File: config.mk
export PLATFORM = sky130hd
export DESIGN_NAME = sap_microsequencer_flat
export DESIGN_NICKNAME = d
export VERILOG_FILES = /design/src/rtl/sap_ctrl_pkg.sv /design/src/rtl/sap_microsequencer_if.sv /design/src/rtl/sap_ring_counter.sv /design/src/rtl/sap_microsequencer.sv /design/src/flat_wrapper.sv
export SDC_FILE = /design/constraint.sdc
export NUM_CORES = 1
export LEC_CHECK = 0
export ABC_AREA = 1
export BUFFER_PORTS_ARGS = -buffer_cell sky130_fd_sc_hd__buf_2
export CORE_AREA = 8 8 55 57
export DETAILED_ROUTE_END_ITERATION = 7
export DIE_AREA = 0 0 63 65
export PLACE_DENSITY = 0.75
export SYNTH_ARGS = -nofsm -noshare
export SYNTH_HDL_FRONTEND = slang
export SYNTH_SLANG_ARGS = --single-unit
File: constraint.sdc
create_clock -name clk_i -period 1.3 [get_ports clk_i]
set_input_delay 0.26 -clock clk_i [delete_from_list [all_inputs] [get_ports clk_i]]
set_output_delay 0.26 -clock clk_i [all_outputs]
set_load 0.1 [all_outputs]
File: src/rtl/sap_ctrl_pkg.sv
`default_nettype none
// ============================================================================
// Module      : sap_ctrl_pkg
// Description : Opcodes, control-word layout and idle control word shared by
//               the SAP micro-sequencer, its interface and its ring counter.
// Revision    : 1.0 - initial release
// ============================================================================
package sap_ctrl_pkg;

    // Control word {Lp,Cp,Ep,Lm_bar,CE_bar,Li_bar,Ei_bar,La_bar,Ea,Su,Eu,Lb_bar,Lo_bar}
    localparam int CW_W = 13;

    localparam logic [3:0] B_LP  = 4'd12;
    localparam logic [3:0] B_CP  = 4'd11;
    localparam logic [3:0] B_EP  = 4'd10;
    localparam logic [3:0] B_LM  = 4'd9;   // active low
    localparam logic [3:0] B_CE  = 4'd8;   // active low
    localparam logic [3:0] B_LI  = 4'd7;   // active low
    localparam logic [3:0] B_EI  = 4'd6;   // active low
    localparam logic [3:0] B_LA  = 4'd5;   // active low
    localparam logic [3:0] B_EA  = 4'd4;
    localparam logic [3:0] B_SU  = 4'd3;
    localparam logic [3:0] B_EU  = 4'd2;
    localparam logic [3:0] B_LB  = 4'd1;   // active low
    localparam logic [3:0] B_LO  = 4'd0;   // active low

    // Every active-low bit high, every active-high bit low.
    localparam logic [CW_W-1:0] CW_IDLE = 13'h03E3;

    // Base opcode values; wider opcode buses zero-extend these.
    localparam logic [3:0] OP_LDA = 4'b0000;
    localparam logic [3:0] OP_ADD = 4'b0001;
    localparam logic [3:0] OP_SUB = 4'b0010;
    localparam logic [3:0] OP_JMP = 4'b0011;
    localparam logic [3:0] OP_JZ  = 4'b0100;
    localparam logic [3:0] OP_JN  = 4'b0101;
    localparam logic [3:0] OP_OUT = 4'b1110;
    localparam logic [3:0] OP_HLT = 4'b1111;

    // Assert one control signal: the bit takes the opposite of its idle level,
    // so callers never need to know which signals are active low.
    function automatic logic [CW_W-1:0] cw_on(input logic [CW_W-1:0] cw,
                                              input logic [3:0]      idx);
        logic [CW_W-1:0] r;
        r      = cw;
        r[idx] = ~CW_IDLE[idx];
        return r;
    endfunction

endpackage
`default_nettype wire

File: src/rtl/sap_microsequencer_if.sv
`default_nettype none
// ============================================================================
// Module      : sap_microsequencer_if
// Description : Bus between the IR/flag/mode sources and the SAP sequencer,
//               carrying the control word and status back to the datapath.
// Revision    : 1.0 - initial release
// ============================================================================
interface sap_microsequencer_if
    import sap_ctrl_pkg::*;
#(
    parameter int NUM_T = 6,
    parameter int OP_W  = 4,
    parameter int CNT_W = 8
) ();

    logic              run_mode;
    logic              step_req;
    logic [OP_W-1:0]   opcode;
    logic              flag_z;
    logic              flag_n;
    logic [CW_W-1:0]   cw;
    logic [NUM_T-1:0]  t_state;
    logic              adv;
    logic              halted;
    logic [CNT_W-1:0]  instr_count;

    // Sequencer side
    modport slave (
        input  run_mode, step_req, opcode, flag_z, flag_n,
        output cw, t_state, adv, halted, instr_count
    );

    // Datapath / controlling side
    modport master (
        output run_mode, step_req, opcode, flag_z, flag_n,
        input  cw, t_state, adv, halted, instr_count
    );

endinterface
`default_nettype wire

File: src/rtl/sap_ring_counter.sv
`default_nettype none
// ============================================================================
// Module      : sap_ring_counter
// Description : One-hot T-state ring with async clear, advance enable and a
//               synchronous wrap-to-T1 request for early instruction end.
// Revision    : 1.0 - initial release
// ============================================================================
module sap_ring_counter #(
    parameter int STATES = 6
) (
    input  logic              clk_i,
    input  logic              rst_i,
    input  logic              en_i,
    input  logic              wrap_i,
    output logic [STATES-1:0] state_o
);

    logic [STATES-1:0] state_q;
    logic [STATES-1:0] state_d;

    // Rotate one place per enabled cycle, or jump back to T1 on wrap.
    always_comb begin
        state_d = state_q;
        if (en_i) begin
            if (wrap_i) begin
                state_d = STATES'(1);
            end else begin
                state_d = {state_q[STATES-2:0], state_q[STATES-1]};
            end
        end
    end

    // T-state register; clear forces T1.
    always_ff @(posedge clk_i or posedge rst_i) begin
        if (rst_i) begin
            state_q <= STATES'(1);
        end else begin
            state_q <= state_d;
        end
    end

    assign state_o = state_q;

endmodule
`default_nettype wire

File: src/rtl/sap_microsequencer.sv
`default_nettype none
// ============================================================================
// Module      : sap_microsequencer
// Description : SAP controller/sequencer: T-state ring, opcode decoder that
//               builds the datapath control word, halt flag and retired
//               instruction counter, with run / single-step advance.
// Revision    : 1.0 - initial release
// ============================================================================
module sap_microsequencer
    import sap_ctrl_pkg::*;
#(
    parameter int NUM_T     = 6,
    parameter int OP_W      = 4,
    parameter int EARLY_END = 1,
    parameter int CNT_W     = 8
) (
    input  logic                clk_i,
    input  logic                rst_i,   // CLR: asynchronous, active high
    sap_microsequencer_if.slave bus
);

    logic              halted_q, halted_d;
    logic [CNT_W-1:0]  cnt_q, cnt_d;
    logic [NUM_T-1:0]  w_t;
    logic [5:0]        w_t6;        // T1..T6 view, zero padded for small NUM_T
    logic              w_adv;
    logic              w_lda, w_add, w_sub, w_jmp, w_jz, w_jn, w_out, w_hlt, w_nop;
    logic              w_last;
    logic              w_wrap;
    logic              w_hlt_now;
    logic [CW_W-1:0]   w_cw_dec;

    // Clear participates combinationally so cw/adv drop immediately on CLR.
    assign w_adv = ~halted_q & ~rst_i & (bus.run_mode | bus.step_req);

    if (NUM_T >= 6) begin : g_t6_direct
        assign w_t6 = w_t[5:0];
    end else begin : g_t6_pad
        assign w_t6 = {{(6-NUM_T){1'b0}}, w_t};
    end

    assign w_lda = (bus.opcode == OP_W'(OP_LDA));
    assign w_add = (bus.opcode == OP_W'(OP_ADD));
    assign w_sub = (bus.opcode == OP_W'(OP_SUB));
    assign w_jmp = (bus.opcode == OP_W'(OP_JMP));
    assign w_jz  = (bus.opcode == OP_W'(OP_JZ));
    assign w_jn  = (bus.opcode == OP_W'(OP_JN));
    assign w_out = (bus.opcode == OP_W'(OP_OUT));
    assign w_hlt = (bus.opcode == OP_W'(OP_HLT));
    assign w_nop = ~(w_lda | w_add | w_sub | w_jmp | w_jz | w_jn | w_out | w_hlt);

    // Last state that does useful work; jumps finish in T4 taken or not.
    assign w_last = (w_nop & w_t6[2])
                  | ((w_out | w_jmp | w_jz | w_jn) & w_t6[3])
                  | (w_lda & w_t6[4])
                  | ((w_add | w_sub) & w_t6[5]);

    assign w_wrap    = (EARLY_END != 0) ? w_last : w_t[NUM_T-1];
    assign w_hlt_now = w_hlt & w_t6[3];

    // The ring stays put on the HLT advance so t_state freezes at T4.
    sap_ring_counter #(
        .STATES (NUM_T)
    ) u_ring (
        .clk_i   (clk_i),
        .rst_i   (rst_i),
        .en_i    (w_adv & ~w_hlt_now),
        .wrap_i  (w_wrap),
        .state_o (w_t)
    );

    // Microcode: fetch is common, execute depends on opcode and flags.
    always_comb begin
        w_cw_dec = CW_IDLE;
        if (w_t6[0]) begin
            w_cw_dec = cw_on(cw_on(w_cw_dec, B_EP), B_LM);
        end
        if (w_t6[1]) begin
            w_cw_dec = cw_on(w_cw_dec, B_CP);
        end
        if (w_t6[2]) begin
            w_cw_dec = cw_on(cw_on(w_cw_dec, B_CE), B_LI);
        end
        if (w_t6[3]) begin
            if (w_lda | w_add | w_sub) begin
                w_cw_dec = cw_on(cw_on(w_cw_dec, B_EI), B_LM);
            end
            if (w_out) begin
                w_cw_dec = cw_on(cw_on(w_cw_dec, B_EA), B_LO);
            end
            if (w_jmp | (w_jz & bus.flag_z) | (w_jn & bus.flag_n)) begin
                w_cw_dec = cw_on(cw_on(w_cw_dec, B_EI), B_LP);
            end
        end
        if (w_t6[4]) begin
            if (w_lda) begin
                w_cw_dec = cw_on(cw_on(w_cw_dec, B_CE), B_LA);
            end
            if (w_add | w_sub) begin
                w_cw_dec = cw_on(cw_on(w_cw_dec, B_CE), B_LB);
            end
        end
        if (w_t6[5] & (w_add | w_sub)) begin
            w_cw_dec = cw_on(cw_on(w_cw_dec, B_EU), B_LA);
            if (w_sub) begin
                w_cw_dec = cw_on(w_cw_dec, B_SU);
            end
        end
    end

    // Halt latches on the HLT advance; an instruction retires on wrap or halt.
    always_comb begin
        halted_d = halted_q | (w_adv & w_hlt_now);
        cnt_d    = cnt_q;
        if (w_adv & (w_wrap | w_hlt_now)) begin
            cnt_d = cnt_q + CNT_W'(1);
        end
    end

    // Halt flag and retired-instruction counter.
    always_ff @(posedge clk_i or posedge rst_i) begin
        if (rst_i) begin
            halted_q <= 1'b0;
            cnt_q    <= '0;
        end else begin
            halted_q <= halted_d;
            cnt_q    <= cnt_d;
        end
    end

    assign bus.cw          = w_adv ? w_cw_dec : CW_IDLE;
    assign bus.t_state     = w_t;
    assign bus.adv         = w_adv;
    assign bus.halted      = halted_q;
    assign bus.instr_count = cnt_q;

endmodule
`default_nettype wire

File: src/flat_wrapper.sv
// flat-port wrapper written by rule: the top's interface ports become plain ports
module sap_microsequencer_flat import sap_ctrl_pkg::*;
#(
    parameter int NUM_T     = 6,
    parameter int OP_W      = 4,
    parameter int EARLY_END = 1,
    parameter int CNT_W     = 8
)
  (clk_i, rst_i, bus_run_mode, bus_step_req, bus_opcode, bus_flag_z, bus_flag_n, bus_cw, bus_t_state, bus_adv, bus_halted, bus_instr_count);
  sap_microsequencer_if #(.NUM_T(NUM_T), .OP_W(OP_W), .CNT_W(CNT_W)) bus_i ();
  input  logic clk_i;
  input  logic rst_i;
  input wire logic [$bits(bus_i.run_mode)-1:0] bus_run_mode;
  input wire logic [$bits(bus_i.step_req)-1:0] bus_step_req;
  input wire logic [$bits(bus_i.opcode)-1:0] bus_opcode;
  input wire logic [$bits(bus_i.flag_z)-1:0] bus_flag_z;
  input wire logic [$bits(bus_i.flag_n)-1:0] bus_flag_n;
  output wire logic [$bits(bus_i.cw)-1:0] bus_cw;
  output wire logic [$bits(bus_i.t_state)-1:0] bus_t_state;
  output wire logic [$bits(bus_i.adv)-1:0] bus_adv;
  output wire logic [$bits(bus_i.halted)-1:0] bus_halted;
  output wire logic [$bits(bus_i.instr_count)-1:0] bus_instr_count;
  assign bus_i.run_mode = bus_run_mode;
  assign bus_i.step_req = bus_step_req;
  assign bus_i.opcode = bus_opcode;
  assign bus_i.flag_z = bus_flag_z;
  assign bus_i.flag_n = bus_flag_n;
  assign bus_cw = bus_i.cw;
  assign bus_t_state = bus_i.t_state;
  assign bus_adv = bus_i.adv;
  assign bus_halted = bus_i.halted;
  assign bus_instr_count = bus_i.instr_count;
  sap_microsequencer #(.NUM_T(NUM_T), .OP_W(OP_W), .EARLY_END(EARLY_END), .CNT_W(CNT_W)) u_core (.clk_i(clk_i), .rst_i(rst_i), .bus(bus_i));
endmodule
==> results of run 1 <==
==> metrics by stage <==
stage,util [%],std cells,hold slack (ns),setup WS [ns],setup TNS [ns]
floorplan,-,137,0.161,-1.05,-10.32
global placement,95.6,234,0.460,-0.286,-4.57
detailed placement,95.6,234,0.488,-0.352,-7.12
==> kinds of logic after synthesis <==
group,synth area share [%]
AO/OA/AOI/OAI,8.92
adder cells (fa/ha/maj),1.29
XOR/XNOR,5.43
buffers and inverters,9.82
flip-flops,38.9
AND/OR/NAND/NOR,35.7
==> Yosys cell counts, types with 2 or more instances <==
master	count
nor3_1	2
o22ai_1	6
a21oi_1	2
nand3_1	12
dfrtp_1	14
o21ai_0	3
nand2_1	40
nor2_1	19
inv_1	20
xor2_1	5
nand2_2	2
==> results.py, run 1 <==
metrics = {
    "placed_design": {
        "hpwl_um": 3530,
        "gp_congestion": 0.852,
        "placed_cell_area_mm2": 0.00205,
        "portBuffers": 38,
    },
    "synth": {
        "synth.avg_cell_area_um2": 7.07,
        "ys_warn_count": 0,
        "synth_seq_cells": 15,
        "yosysTopAreaCellShare_pct": 36.2,
        "yosysSeqAreaShare_pct": 38.9,
        "synthTopCellsByArea": "dfrtp_1, nand2_1, inv_1, nor2_1, nand3_1",
        "ys.flop_type": "dfrtp_1",
        "synth_nets": 148,
        "async_flop_share_pct": 100,
        "synthCells": 137,
        "yosys.area.top_type": "dfrtp_1",
        "netlist_area_um2": 968,
        "synth_edf_count": 0,
        "yosysUniqueCellTypes": 23,
    },
    "clock_tree": {
        "cts_setup_buffers": 14,
        "cts_inserted_buffers": 3,
        "ctsResizeCount": 48,
        "clk_path_buf_depth": 2,
        "postCtsHoldBufs": 0,
        "cts_sinks": 15,
        "h-tree-depth": 1,
        "cts-root-buf": "clkbuf_4",
    },
    "outcome": {
        "status": "aborted with a tool error",
        "stop_error": "[ERROR DPL-0038] Utilization greater than 100%, impossible to legalize",
        "lastStage": "clock tree synthesis",
    },
    "floorplan": {
        "ios": 39,
        "std_cell_rows": 17,
        "die_w_um": 63,
        "die_y_um": 65,
        "initial_utilization_pct": 45.1,
    },
}
==> run 2, diff against run 1 <==
Settings changed: CORE_AREA 8 8 55 57 to 8 8 69 71, DIE_AREA 0 0 63 65 to 0 0 77 79, PLACE_DENSITY 0.75 to not set, PLACE_DENSITY_LB_ADDON set to 0.15.
==> results.py, run 2 <==
metrics = {
    "worst_setup_path": {
        "crit_path_max_fanout": 6,
        "crit_required_ns": 1.04,
        "max_stage_delay_ns": 0.42,
        "crit_slowest_cell": "dfrtp_4",
        "end_kind": "primary output",
        "path_buf_inv": 5,
        "critPathKind": "flip-flop to primary output",
        "startpoint_type": "flip-flop",
        "cp.arrival_ns": 1.46,
        "crit_family": "buffers and inverters",
        "cp_cell_sequence": "inv_4, nand2_8, inv_8, buf_6, nand2_4, clkinvlp_4, a21oi_4, buf_12",
    },
    "clock_tree": {
        "cts_inserted_buffers": 3,
        "insertion_delay_ns": 0.24,
        "clk_path_buf_depth": 2,
        "cts-root-buf": "clkbuf_8",
        "h-tree-depth": 1,
        "cts_tree": "built",
        "clkSlewWorstSetupHoldPaths_ns": 0.06,
        "cts_sinks": 15,
    },
    "power": {
        "p_comb_share_pct": 19.5,
        "clkPwrFrac_pct": 36.1,
        "p_int_mw": 0.773,
        "p_switching_mw": 0.277,
        "seq_power_share_pct": 44.4,
        "vdd_ir_drop_max_mv": 0.469,
        "leakage_nw": 1.12,
        "power_density_mw_per_mm2": 435,
        "p_sw_share_pct": 26.4,
    },
    "sta": {
        "finalHoldViolCount": 0,
        "slew_headroom_pct": 82.5,
        "slew_viol_final": 0,
        "min_period_ns": 1.72,
        "fmax_ghz": 0.580,
        "finalCritPeriodShare_pct": 133,
        "setup_ws_ns": -0.424,
        "rsz0062_at_grt": "true",
        "whs_ns": 0.0404,
        "worst_pin_slew_ns": 0.262,
        "skew_ns": 0.00360,
        "setup_violations": 31,
    },
    "final_layout": {
        "final_cell_mix": "nand2_1, buf_12, buf_4",
        "drive_gt1_share_pct": 67.4,
        "fin_nets": 233,
        "final_area_mm2": 0.00242,
        "area_growth_pct": 149,
        "largest_reg_flops": 8,
        "diodes": 0,
    },
    "grt": {
        "grt_use_total_pct": 12.1,
        "grt_pass1_wl_um": 6100,
        "grt_start_max_net_pins": 16,
        "antenna_found_initial": 0,
        "grt-ovfl-total": 0,
        "first_global_vias": 1320,
    },
    "synth": {
        "synth_edf_count": 0,
        "synth_simple_gate_area_share_pct": 35.7,
        "ys_warn_count": 0,
        "synth_seq_cells": 15,
        "synth-compound-area-share_pct": 8.91,
        "synth.avg_cell_area_um2": 7.07,
        "yosysTopAreaCellShare_pct": 36.2,
        "yosys.area.top_type": "dfrtp_1",
        "synth_common_cells": "nand2_1, inv_1, nor2_1, dfrtp_1, nand3_1",
        "muxShareOfSynthArea_pct": 0,
        "yosysSeqAreaShare_pct": 38.9,
        "synth_nets": 148,
        "synth_fa_ha_area_share_pct": 1.29,
        "synth_xor_area_share_pct": 5.43,
        "yosysUniqueCellTypes": 23,
        "yosysMostFrequentCell": "nand2_1",
        "synthTopCellsByArea": "dfrtp_1, nand2_1, inv_1, nor2_1, nand3_1",
        "ys.flop_type": "dfrtp_1",
        "synth_top_family_by_area": "simple AND/OR/NAND/NOR gates",
        "netlist_area_um2": 968,
        "async_flop_share_pct": 100,
        "synthCells": 137,
    },
    "floorplan": {
        "die_y_um": 79,
        "die_area_mm2": 0.00608,
        "ios": 39,
        "core_area_mm2": 0.00380,
        "std_cell_rows": 23,
        "initial_utilization_pct": 25.5,
        "die_w_um": 77,
    },
    "placed_design": {
        "hpwl_um": 2790,
        "portBuffers": 38,
        "gp_congestion": 0.885,
        "placed_cell_area_mm2": 0.00205,
    },
    "outcome": {
        "violations": "negative setup slack",
        "status": "finished with violations",
    },
    "job": {
        "maxCapViolCount": 0,
    },
    "detailed_routing": {
        "drc": 0,
        "vias": 1236,
        "viasPerCell": 4.56,
        "ant_nets": 0,
        "wirelength_um": 3710,
        "drt_first_iter_violations": 34,
        "drt_first_pass_iters": 4,
        "wire_per_inst_um": 13.7,
    },
    "worst_hold_path": {
        "holdCritPathClass": "primary input to async pin",
    },
}
[run 2: cells by family after synthesis]
| kind of cell | after synthesis |
|---|---|
| buffers and inverters | 23 |
| AO/OA/AOI/OAI | 13 |
| AND/OR/NAND/NOR | 79 |
| XOR/XNOR | 6 |
| adder cells (fa/ha/maj) | 1 |
| flip-flops | 15 |
[run 2: what timing repair did]
action / in CTS / in global routing
hold endpoints to repair: 0 / 0
buffers inserted: 6 / 6
endpoints found under the setup margin: 34 / 33
resized for setup: 46 / 21
pin swaps: 6 / 8
hold buffers: 0 / 0
cloned: 0 / 0
[run 2: final timing paths]
kind / depth (start not counted) / slack (ns) / from / end
setup reg to reg: 8 / -0.11 / u_core.u_ring.state_o[5] / u_core.bus.instr_count[6]
hold reg to reg: 2 / 0.57 / u_core.bus.instr_count[4] / u_core.bus.instr_count[4]
max in group asynchronous: 3 / 1.01 / rst_i / u_core.u_ring.state_o[0]
hold / removal: 3 / 0.04 / rst_i / u_core.bus.instr_count[5]
setup / recovery: 8 / -0.42 / u_core.bus.halted / bus_cw[9]
min in group clk_i: 5 / 0.51 / rst_i / u_core.bus.halted
[run 2: power groups by stage]
stage,Sequential (mW),Clock [mW],Combinational (mW)
after floorplan,0.476,0,0.0876
after global placement,0.476,0,0.158
after detailed placement,0.476,0,0.162
after CTS,0.466,0.390,0.183
after global routing,0.466,0.408,0.221
final,0.467,0.379,0.205
[run 2: worst reg2reg max path, delay by kind of cell (launching register included)]
family,cells,cell delay [ns]
DFF,1,0.49
AOI/OAI and AO/OA,1,0.14
and+or+nand+nor,4,0.29
buffers and inverters,3,0.38
[run 2: stage by stage]
step | total power, mW | TNS [ns] | worst slack, ns | util [%] | instances
floorplan | 0.564 | -10.32 | -1.05 | - | 137
global placement | 0.634 | -5.88 | -0.379 | 54.0 | 260
detailed placement | 0.638 | -7.26 | -0.385 | 54.0 | 260
CTS | 1.04 | -6.17 | -0.441 | 60.9 | 268
global route | 1.10 | -8.12 | -0.481 | 63.6 | 271
finish | 1.05 | -6.44 | -0.424 | 63.6 | 271
[run 2: layout make-up]
| cell class | count | area, µm² |
|---|---|---|
| fillers | 320 | 1380 |
| repair buffers | 82 | 1020 |
| multi-input cells | 99 | 772 |
| flip-flops and latches | 15 | 414 |
| inverters | 21 | 103 |
| well taps | 50 | 62.6 |
| clock buffers | 4 | 45.0 |
[run 2: per-layer routing]
layer | wire length, µm | vias to the layer above | GRT usage (%)
li1 | - | 602 | -
met1 | 1510 | 607 | 13.3
met2 | 1990 | 23 | 22.3
met3 | 168 | 4 | 2.82
met4 | 41 | 0 | 4.53
met5 | 0 | - | 0
(Power assumes the default switching activity.)
